### src/rtl/bcd_timer_n.sv
// -----------------------------------------------------------------------------
// bcd_timer_n -- N-digit BCD up/down timer (SS, MM, HH... digit pairs)
//
// Counts between LOW_LIMIT and HIGH_LIMIT at a rate set by an internal tick
// prescaler. Runtime speed select, minute-digit ADD/SUBTRACT adjust with
// saturation at the limits, and a sticky error state that shows an error code
// and a fixed display pattern.
//
// Optional feature macro: BCD_TIMER_LAP_EN (lap capture and lap display).
//
// Parameters:
//   DIGITS      number of BCD digits (even, >= 2); digit 0 is least significant
//   TICK_DIV    clk_in cycles per count step at normal speed (>= 4, multiple of 4)
//   LOW_LIMIT   BCD lower bound
//   HIGH_LIMIT  BCD upper bound
//   ERR_PATTERN nibble repeated across D_Q while in the error state
//
// Ports:
//   clk_in      system clock
//   RESET       synchronous, active-high reset
//   START       level: 1 = run, 0 = pause
//   REVERSE     level: 0 = count up, 1 = count down
//   SPEED_UP    level: step every TICK_DIV/4 cycles
//   SPEED_DOWN  level: step every TICK_DIV*4 cycles
//   ADD         pulse: +1 on digit 2 (minutes units)
//   SUBTRACT    pulse: -1 on digit 2
//   LAP         pulse: capture count into LAP_Q while running (lap build only)
//   LAP_SHOW    level: show LAP_Q on D_Q (lap build only)
//   LAP_Q       captured lap value (lap build only)
//   D_Q         display value (BCD count, or the error pattern)
//   RUNNING     state is RUN
//   DONE        target limit reached
//   ERR_CODE    00 none, 01 reverse-while-running, 10 speed conflict
// -----------------------------------------------------------------------------
module bcd_timer_n #(
    parameter int                  DIGITS      = 4,
    parameter int                  TICK_DIV    = 50000000,
    parameter logic [4*DIGITS-1:0] LOW_LIMIT   = 16'h1020,
    parameter logic [4*DIGITS-1:0] HIGH_LIMIT  = 16'h4930,
    parameter logic [3:0]          ERR_PATTERN = 4'h5
) (
    input  logic                clk_in,
    input  logic                RESET,
    input  logic                START,
    input  logic                REVERSE,
    input  logic                SPEED_UP,
    input  logic                SPEED_DOWN,
    input  logic                ADD,
    input  logic                SUBTRACT,
`ifdef BCD_TIMER_LAP_EN
    input  logic                LAP,
    input  logic                LAP_SHOW,
    output logic [4*DIGITS-1:0] LAP_Q,
`endif
    output logic [4*DIGITS-1:0] D_Q,
    output logic                RUNNING,
    output logic                DONE,
    output logic [1:0]          ERR_CODE
);

    localparam int W        = 4 * DIGITS;
    localparam int DIV_SLOW = TICK_DIV * 4;
    localparam int PW       = $clog2(DIV_SLOW);

    localparam logic [PW-1:0] NORM_M1 = PW'(TICK_DIV - 1);
    localparam logic [PW-1:0] FAST_M1 = PW'(TICK_DIV / 4 - 1);
    localparam logic [PW-1:0] SLOW_M1 = PW'(DIV_SLOW - 1);

    typedef enum logic [2:0] {
        S_IDLE,
        S_RUN,
        S_PAUSE,
        S_DONE,
        S_ERR
    } state_t;

    // Largest legal value of a digit: seconds/minutes tens digits wrap at 5,
    // everything else (and the top digit) wraps at 9.
    function automatic logic [3:0] digit_max(input int idx);
        if ((idx % 2 == 0) || (idx == DIGITS - 1)) return 4'd9;
        return 4'd5;
    endfunction

    // +1 starting at digit 'first', rippling upward. MSB of the result is the
    // carry out of the top digit.
    function automatic logic [W:0] bcd_inc(input logic [W-1:0] v, input int first);
        logic [W-1:0] r;
        logic         carry;
        logic [3:0]   d;
        r     = v;
        carry = 1'b1;
        for (int i = 0; i < DIGITS; i++) begin
            d = v[4*i +: 4];
            if (i >= first && carry) begin
                if (d >= digit_max(i)) begin
                    r[4*i +: 4] = 4'd0;
                end else begin
                    r[4*i +: 4] = d + 4'd1;
                    carry       = 1'b0;
                end
            end
        end
        return {carry, r};
    endfunction

    // -1 starting at digit 'first', rippling upward. MSB is the borrow out.
    function automatic logic [W:0] bcd_dec(input logic [W-1:0] v, input int first);
        logic [W-1:0] r;
        logic         borrow;
        logic [3:0]   d;
        r      = v;
        borrow = 1'b1;
        for (int i = 0; i < DIGITS; i++) begin
            d = v[4*i +: 4];
            if (i >= first && borrow) begin
                if (d == 4'd0) begin
                    r[4*i +: 4] = digit_max(i);
                end else begin
                    r[4*i +: 4] = d - 4'd1;
                    borrow      = 1'b0;
                end
            end
        end
        return {borrow, r};
    endfunction

    state_t        state, state_n;
    logic [W-1:0]  count, count_n;
    logic [1:0]    err_code, err_n;
    logic [PW-1:0] prescaler;
    logic [PW-1:0] div_m1;
    logic          rev_q;
    logic          tick;
    logic          run_en;

    logic [W:0]    step_inc, step_dec, adj_inc, adj_dec;
    logic [W-1:0]  step_val, add_val, sub_val, adj_val, target;

    assign step_inc = bcd_inc(count, 0);
    assign step_dec = bcd_dec(count, 0);
    assign adj_inc  = bcd_inc(count, 2);
    assign adj_dec  = bcd_dec(count, 2);

    // Run steps clamp at the limit so the count can never pass it.
    assign step_val = REVERSE
        ? ((step_dec[W] || step_dec[W-1:0] <= LOW_LIMIT)  ? LOW_LIMIT  : step_dec[W-1:0])
        : ((step_inc[W] || step_inc[W-1:0] >= HIGH_LIMIT) ? HIGH_LIMIT : step_inc[W-1:0]);

    // Minute adjust saturates: overshoot loads the limit itself.
    assign add_val = (adj_inc[W] || adj_inc[W-1:0] > HIGH_LIMIT) ? HIGH_LIMIT : adj_inc[W-1:0];
    assign sub_val = (adj_dec[W] || adj_dec[W-1:0] < LOW_LIMIT)  ? LOW_LIMIT  : adj_dec[W-1:0];

    // Simultaneous ADD and SUBTRACT cancel out.
    assign adj_val = (ADD && !SUBTRACT) ? add_val :
                     (SUBTRACT && !ADD) ? sub_val : count;

    assign target = REVERSE ? LOW_LIMIT : HIGH_LIMIT;

    always_comb begin
        div_m1 = NORM_M1;
        if (SPEED_UP)        div_m1 = FAST_M1;
        else if (SPEED_DOWN) div_m1 = SLOW_M1;
    end

    // Greater-or-equal so a switch to a faster speed mid-interval still fires.
    assign tick = (prescaler >= div_m1);

    always_comb begin
        // NOTE: every output of this block gets a default first, so no path
        // leaves a variable unassigned and no latch is inferred.
        state_n = state;
        count_n = count;
        err_n   = err_code;
        run_en  = 1'b0;

        if (SPEED_UP && SPEED_DOWN && state != S_ERR) begin
            // Speed conflict wins over a same-cycle reverse error.
            state_n = S_ERR;
            err_n   = 2'b10;
        end else begin
            case (state)
                S_IDLE, S_PAUSE: begin
                    count_n = adj_val;
                    if (adj_val != count && adj_val == target) state_n = S_DONE;
                    else if (START)                            state_n = S_RUN;
                end
                S_RUN: begin
                    if (REVERSE != rev_q) begin
                        state_n = S_ERR;
                        err_n   = 2'b01;
                    end else if (!START) begin
                        state_n = S_PAUSE;
                    end else if (count == target) begin
                        state_n = S_DONE;
                    end else begin
                        run_en = 1'b1;
                        if (tick) count_n = step_val;
                    end
                end
                S_DONE: begin
                    // Only an adjust that actually moves the count releases DONE.
                    count_n = adj_val;
                    if (adj_val != count) state_n = S_PAUSE;
                end
                S_ERR: begin
                    state_n = S_ERR;
                end
                default: begin
                    state_n = S_IDLE;
                end
            endcase
        end
    end

    always_ff @(posedge clk_in) begin
        // NOTE: sequential state uses non-blocking assignments so every
        // register samples the pre-edge values of the others.
        rev_q <= REVERSE;
        if (RESET) begin
            state     <= S_IDLE;
            count     <= REVERSE ? HIGH_LIMIT : LOW_LIMIT;
            prescaler <= '0;
            err_code  <= 2'b00;
            RUNNING   <= 1'b0;
            DONE      <= 1'b0;
        end else begin
            state    <= state_n;
            count    <= count_n;
            err_code <= err_n;
            RUNNING  <= (state_n == S_RUN);
            DONE     <= (state_n == S_DONE);
            // Outside RUN the prescaler simply holds its value.
            if (run_en) prescaler <= tick ? '0 : prescaler + PW'(1);
        end
    end

    assign ERR_CODE = err_code;

`ifdef BCD_TIMER_LAP_EN
    logic [W-1:0] lap_q;

    always_ff @(posedge clk_in) begin
        if (RESET)                       lap_q <= '0;
        else if (state == S_RUN && LAP)  lap_q <= count;
    end

    assign LAP_Q = lap_q;
`endif

    // NOTE: the display register is a pure pipeline stage of count/state and
    // is deliberately left out of reset; it shows the reset value one cycle
    // after RESET is applied.
    always_ff @(posedge clk_in) begin
        if (state == S_ERR) D_Q <= {DIGITS{ERR_PATTERN}};
`ifdef BCD_TIMER_LAP_EN
        else if (LAP_SHOW)  D_Q <= lap_q;
`endif
        else                D_Q <= count;
    end

endmodule

### config.mk
export PLATFORM = sky130hd
export DESIGN_NAME = bcd_timer_n
export DESIGN_NICKNAME = d
export VERILOG_FILES = /design/src/rtl/bcd_timer_n.sv
export SDC_FILE = /design/constraint.sdc
export NUM_CORES = 1
export LEC_CHECK = 0
export ABC_AREA = 1
export CAP_MARGIN = 20
export CORE_MARGIN = 3
export CORE_UTILIZATION = 45
export CTS_BUF_LIST = sky130_fd_sc_hd__clkbuf_8
export CTS_CLUSTER_SIZE = 8
export DETAILED_ROUTE_END_ITERATION = 10
export GPL_TIMING_DRIVEN = 0
export PLACE_DENSITY = 0.63
export SYNTH_ARGS = -nofsm -noshare
export SYNTH_HDL_FRONTEND = slang
export SYNTH_SLANG_ARGS = --single-unit
### constraint.sdc
create_clock -name clk_in -period 9.5 [get_ports clk_in]
set_input_delay 2.375 -clock clk_in [delete_from_list [all_inputs] [get_ports clk_in]]
set_output_delay 2.375 -clock clk_in [all_outputs]
set_load 0.01 [all_outputs]
==> results of run 1 <==
## synth_stat cells (16+ instances only)
| cell | number | area, um^2 |
|---|---|---|
| nand2_1 | 199 | 747 |
| nor2_1 | 103 | 387 |
| inv_1 | 79 | 297 |
| dfxtp_1 | 52 | 1040 |
| nand3_1 | 52 | 260 |
| o21ai_0 | 52 | 260 |
| ha_1 | 31 | 388 |
| a21oi_1 | 29 | 145 |
| nand4_1 | 23 | 144 |
| nor3_1 | 19 | 95.1 |
| edfxtp_1 | 16 | 480 |
| xor2_1 | 16 | 140 |
## kinds of logic (layout without fill, tap and decap cells)
kind of cell | Yosys count | count (layout) | share of synthesized area (%)
AOI/OAI and AO/OA | 131 | 131 | 13.5
xor gates and xnor gates | 24 | 24 | 4.10
adders and majority gates | 31 | 31 | 6.94
buffers and inverters | 122 | 166 | 9.61
DFF | 68 | 68 | 27.2
and+or+nand+nor | 455 | 455 | 38.6
## layer usage
| layer | GRT usage, % | routed length (um) | up-vias |
|---|---|---|---|
| met4 | 9.38 | 403 | 0 |
| li1 | - | - | 2837 |
| met2 | 42.4 | 8280 | 127 |
| met3 | 2.70 | 580 | 31 |
| met1 | 29.4 | 7090 | 2601 |
| met5 | 0 | 0 | - |
## state kept, by name (all words and copies together), names as in the netlist
signal,count
DONE,1
D_Q,16
ERR_CODE,2
RUNNING,1
count,16
prescaler,28
rev_q,1
state,3
## worst reg2reg max path: stages, from the launching register on
cell,delay (ps)
edfxtp_1,450
buf_2,220
inv_1,230
ha_1,320
nand2_2,120
nor2_4,170
inv_2,100
o21ai_1,190
inv_1,100
nor3_1,160
nand3_1,150
nor2_1,160
o21ai_1,90
o21ai_2,160
inv_2,100
nand2_1,70
a21oi_1,60
o21ai_1,90
nand2_1,60
nand2_1,60
nand2_1,80
## path summary, 6_finish.rpt
path,start,endpoint,slack [ps],depth (start not counted)
max,SPEED_UP,count[0],3340,13
min,ERR_CODE[1],ERR_CODE[1],490,2
max reg2reg,count[4],count[8],6100,20
min reg2reg,ERR_CODE[1],ERR_CODE[1],490,2
## power by group
group          internal (mW)  total, mW  switching (mW)  leakage (nW)
logic                  0.192      0.569           0.376          1.97
registers              0.335      0.356          0.0202         0.596
clock network          0.155      0.274           0.119         0.113
## final cells by class
cell class / count / area share [%]
multi-input combinational: 641 / 56.1
buffer: 26 / 2.60
clock buffer: 10 / 2.18
inverter: 96 / 5.91
clock inverter: 6 / 1.37
sequential: 68 / 24.1
timing repair buffer: 28 / 4.37
tap: 168 / 3.33
## stage by stage
step	std cells	hold WS, ps	cell area [um^2]	util, %
floorplan	831	457	5590	-
global placement	1025	466	6060	50.2
detailed placement	1027	481	6080	50.4
CTS	1043	492	6300	52.3
global route	1043	510	6300	52.3
finish	1043	488	6300	52.3
==> results by group, run 1 <==
Outcome
  – Outcome: finished with violations
  – Failing checks: design-rule violations

Place
  – # port buffers: 26
  – Setup slack at placement: 3030 ps
  – Dpl hpwl: 12900 um
  – Gp weighted congestion: 0.946

Timing
  – Final setup viols: 0
  – Final hold violations: 0
  – Max-slew headroom: 49.6%
  – Final min period: 6160 ps
  – Fin worst setup slack: 3340 ps
  – Part of the cycle the worst path needs: 64.9%
  – Clock skew: 11.1 ps
  – Actual slew at the worst max-slew pin: 750 ps
  – RSZ-0062 raised after global routing: no
  – Max Freq: 0.162 GHz
  – Slew Limit Fails: 0
  – Post-Route Setup TNS: 0 ps

Critical path
  – CP arrival: 6230 ps
  – CP Max Fanout: 7
  – Crit Path Class: primary input to register
  – Worst setup SP type: primary input
  – WP buf/inv: 4
  – Critical path data required time: 9570 ps
  – Worst Setup End Kind: register
  – CP max stage delay: 610 ps
  – CP max stage cell: clkdlybuf4s50_1
  – Crit-path cells: clkdlybuf4s50_1 > nor2_1 > inv_1 > ha_1 > nand4_1 > nor3_1 > a21boi_0 > a2111oi_0 > nand2_1 > nor2_1 > o41ai_2 > buf_4 > buf_4
  – Worst path top cell family by delay: buffers and inverters

Floorplanning
  – Die footprint: 13800 um^2
  – Core area: 12100 um^2
  – # rows: 40
  – Die H: 117 um
  – # IOs: 28
  – Die X: 117 um
  – Initial Utilization: 46.3%

Drt
  – Drc violations: 1
  – Vias: 5596
  – Wire per inst: 15.7 um
  – Routed Antenna Nets: 0
  – First-pass DRT Iterations: 8
  – DR iter-0 viols: 391
  – Final wirelength: 16400 um
  – Vias per cell: 5.37

GRT
  – Antenna violations before repair: 0
  – Total GRT Usage: 23.8%
  – Total congestion overflow: 0
  – First-pass GRT wire length: 27100 um
  – Vias in the first global route: 5475
  – Largest net degree at the start of global routing: 13

Finish
  – Sequential Area: 1520 um^2
  – Filler Cell Count: 1232
  – Antenna diodes: 0
  – Area Growth Syn to Fin: 12.8%
  – Commonest non-fill, non-tap cell in the layout: nand2_1
  – Share of layout cells above drive strength 1: 11.2%
  – Nets: 909
  – Most frequent cells in the layout: nand2_1, nor2_1, inv_1
  – Area of the multi-input gates: 3540 um^2

Synth
  – Yosys reg bits: 68
  – Synth warn: 0
  – Syn Std Cell Area: 5590 um^2
  – Post-synthesis async set-or-reset flop share: 0%
  – Synthesized Nets: 870
  – Mean Syn Cell Area: 6.72 um^2
  – EDFF count, synth: 16
  – Synthesized instance count: 831
  – Most used flip-flop cell after synthesis: dfxtp_1
  – Synth cell types: 56
  – Sequential area share after synthesis: 27.2%

Clocking
  – Hold-fix buffer count after cts: 0
  – CTS clk-pin slew, worst paths: 80 ps
  – TritonCTS clock tree: yes
  – Postcts setup bufs: 0
  – Post_cts resized: 0
  – Clock Latency Late Sink: 360 ps
  – Root Driver: clkbuf_8
  – H-tree Lvls: 3
  – Cts bufs inserted: 9
  – Clock sink count: 68
  – Clock Path Buffers: 2

Worst hold path
  – Hold Crit Class: register to register

Pwr
  – Peak supply drop: 0.0000641 V
  – Total power: 1.20 mW
  – Cell area power density: 190 nW/um^2
  – Leak: 2.68 nW

Flow run
  – Max Cap Violations: 0
Note: power is estimated with default switching activity, not from simulation.
==> inputs of run 2 (changes only) <==
Settings changed: PLACE_DENSITY 0.63 to 0.65.
Clock period 9.5 ns to 5.3 ns, I/O delays scaled along.
==> run 2 against run 1 <==
The flow now finishes without violations. Utilization decreased by 0.44 points. Non-clock buffer count unchanged. Clock power increased by 45%. Sequential share of layout area increased by 0.20 points. First-iteration DRC count increased by 8.2%. Clock skew increased by 3.8 ps. Power increased by 72%. Cell count unchanged.
==> results by group, run 2 (synthesis gave the netlist of run 1 again) <==
Place
  – Gp weighted congestion: 0.966
  – Dpl hpwl: 12800 um
  – Setup slack at placement: 145 ps
  – # port buffers: 26

Drt
  – Routed Antenna Nets: 0
  – Final wirelength: 16700 um
  – Drc violations: 0
  – Vias: 5723
  – First-pass DRT Iterations: 5
  – Vias per cell: 5.49
  – DR iter-0 viols: 423
  – Wire per inst: 16.0 um

Flow run
  – Max Cap Violations: 0

Timing
  – Fin worst setup slack: 543 ps
  – Part of the cycle the worst path needs: 89.8%
  – Max Freq: 0.210 GHz
  – Clock skew: 14.9 ps
  – Slew Limit Fails: 0
  – Post-Route Setup TNS: 0 ps
  – Final min period: 4760 ps
  – Final hold violations: 0
  – RSZ-0062 raised after global routing: no
  – Max-slew headroom: 50.0%
  – Final setup viols: 0
  – Actual slew at the worst max-slew pin: 750 ps

Finish
  – Nets: 909
  – Top flop regs: prescaler x28, D_Q x16, count x16
  – Most flops, register: prescaler
  – Commonest non-fill, non-tap cell in the layout: nand2_1
  – Share of layout cells above drive strength 1: 11.1%
  – Area Growth Syn to Fin: 11.9%
  – Filler Cell Count: 1260
  – Most frequent cells in the layout: nand2_1, nor2_1, inv_1
  – Area of the multi-input gates: 3540 um^2
  – Sequential Area: 1520 um^2
  – Largest register FFs: 28
  – Antenna diodes: 0

Clocking
  – Clock sink count: 68
  – Clock Latency Late Sink: 370 ps
  – Clock Path Buffers: 2
  – H-tree Lvls: 3
  – Post_cts resized: 0
  – Hold-fix buffer count after cts: 0
  – Postcts setup bufs: 0
  – Cts bufs inserted: 9
  – Root Driver: clkbuf_8
  – CTS clk-pin slew, worst paths: 80 ps
  – TritonCTS clock tree: yes

Critical path
  – Worst Setup End Kind: register
  – Launching point of the worst reg2reg path: count[9]
  – Critical path's most frequent cell: nor2_1
  – Worst setup SP type: primary input
  – Crit Path Class: primary input to register
  – CP max stage cell: clkdlybuf4s50_1
  – Crit path launch: SPEED_UP
  – CP arrival: 4830 ps
  – Reg2reg setup slack: 1850 ps
  – CP max stage delay: 610 ps
  – Critical path data required time: 5370 ps
  – Crit-path cells: clkdlybuf4s50_1 > nor2_1 > inv_1 > ha_1 > nand4_1 > nor3_1 > a21boi_0 > a2111oi_0 > nand2_1 > nor2_1 > o41ai_2 > buf_4 > buf_6
  – CP Max Fanout: 7

Pwr
  – Peak supply drop: 0.000200 V
  – Cell area power density: 330 nW/um^2
  – Leak: 2.67 nW

GRT
  – Antenna violations before repair: 0
  – Largest net degree at the start of global routing: 12
  – First-pass GRT wire length: 27100 um
  – Total GRT Usage: 24.1%
  – Total congestion overflow: 0
  – Vias in the first global route: 5405

Floorplanning
  – Initial Utilization: 46.3%
  – Core area: 12100 um^2
  – # rows: 40
  – Die X: 117 um
  – Die H: 117 um
  – Die footprint: 13800 um^2
  – # IOs: 28

Worst hold path
  – Hold Crit Class: register to register
  – Hold_sp: ERR_CODE[1]

Outcome
  – Outcome: finished, final reports clean
==> run 2: changes by cell type in the layout (fill, tap and decap cells not counted) <==
cell        change
buf_4           -1
buf_6           +1
bufinv_16       -2
clkinv_2        +2
clkinvlp_4      -1
inv_1           +1
inv_4           +1
inv_6           -1
==> run 2: path summary, 6_finish.rpt <==
path / end / cells past startpoint
setup / recovery: count[1] / 13
hold / removal: ERR_CODE[1] / 2
setup reg to reg: count[11] / 18
hold reg to reg: ERR_CODE[1] / 2
==> run 2: where the power goes <==
group          switching, mW  total, mW  internal (mW)
Sequential            0.0374      0.639          0.601
Clock                  0.219      0.397          0.178
Combinational          0.685       1.03          0.345
Total                  0.941       2.07           1.12
==> run 2: worst max-delay path, delay by kind of cell <==
kind,cells,cell delay [ps]
adder cells (fa/ha/maj),1,340
AND/OR/NAND/NOR,5,1050
buffers and inverters,4,1290
AO/OA/AOI/OAI,3,810
==> run 2: cell type report <==
type / count / share of cell area [%]
tap: 168 / 3.36
sequential: 68 / 24.3
multi-input combinational: 641 / 56.6
clock buffer: 10 / 2.20
inverter: 96 / 5.96
timing repair buffer: 28 / 4.46
buffer: 26 / 2.62
clock inverter: 6 / 0.480
==> run 2: routing by layer <==
layer  global-route usage (%)  vias up  wire length (um)
met4                     11.3        0               605
met1                     31.1     2652              7430
li1                         -     2836                 -
met5                        0        -                 0
met3                     3.47       43               902
met2                     39.9      192              7760
==> run 2: stage by stage <==
step | cells | instance area [um^2] | utilization (%) | hold slack [ps] | total power [mW]
5_1_grt | 1043 | 6250 | 51.8 | 514 | 2.20
3_3_place_gp | 1025 | 6060 | 50.2 | 469 | 1.65
2_1_floorplan | 831 | 5590 | - | 457 | 1.36
6_report | 1043 | 6250 | 51.8 | 484 | 2.07
4_1_cts | 1043 | 6250 | 51.8 | 490 | 2.06
3_5_place_dp | 1027 | 6080 | 50.4 | 478 | 1.66
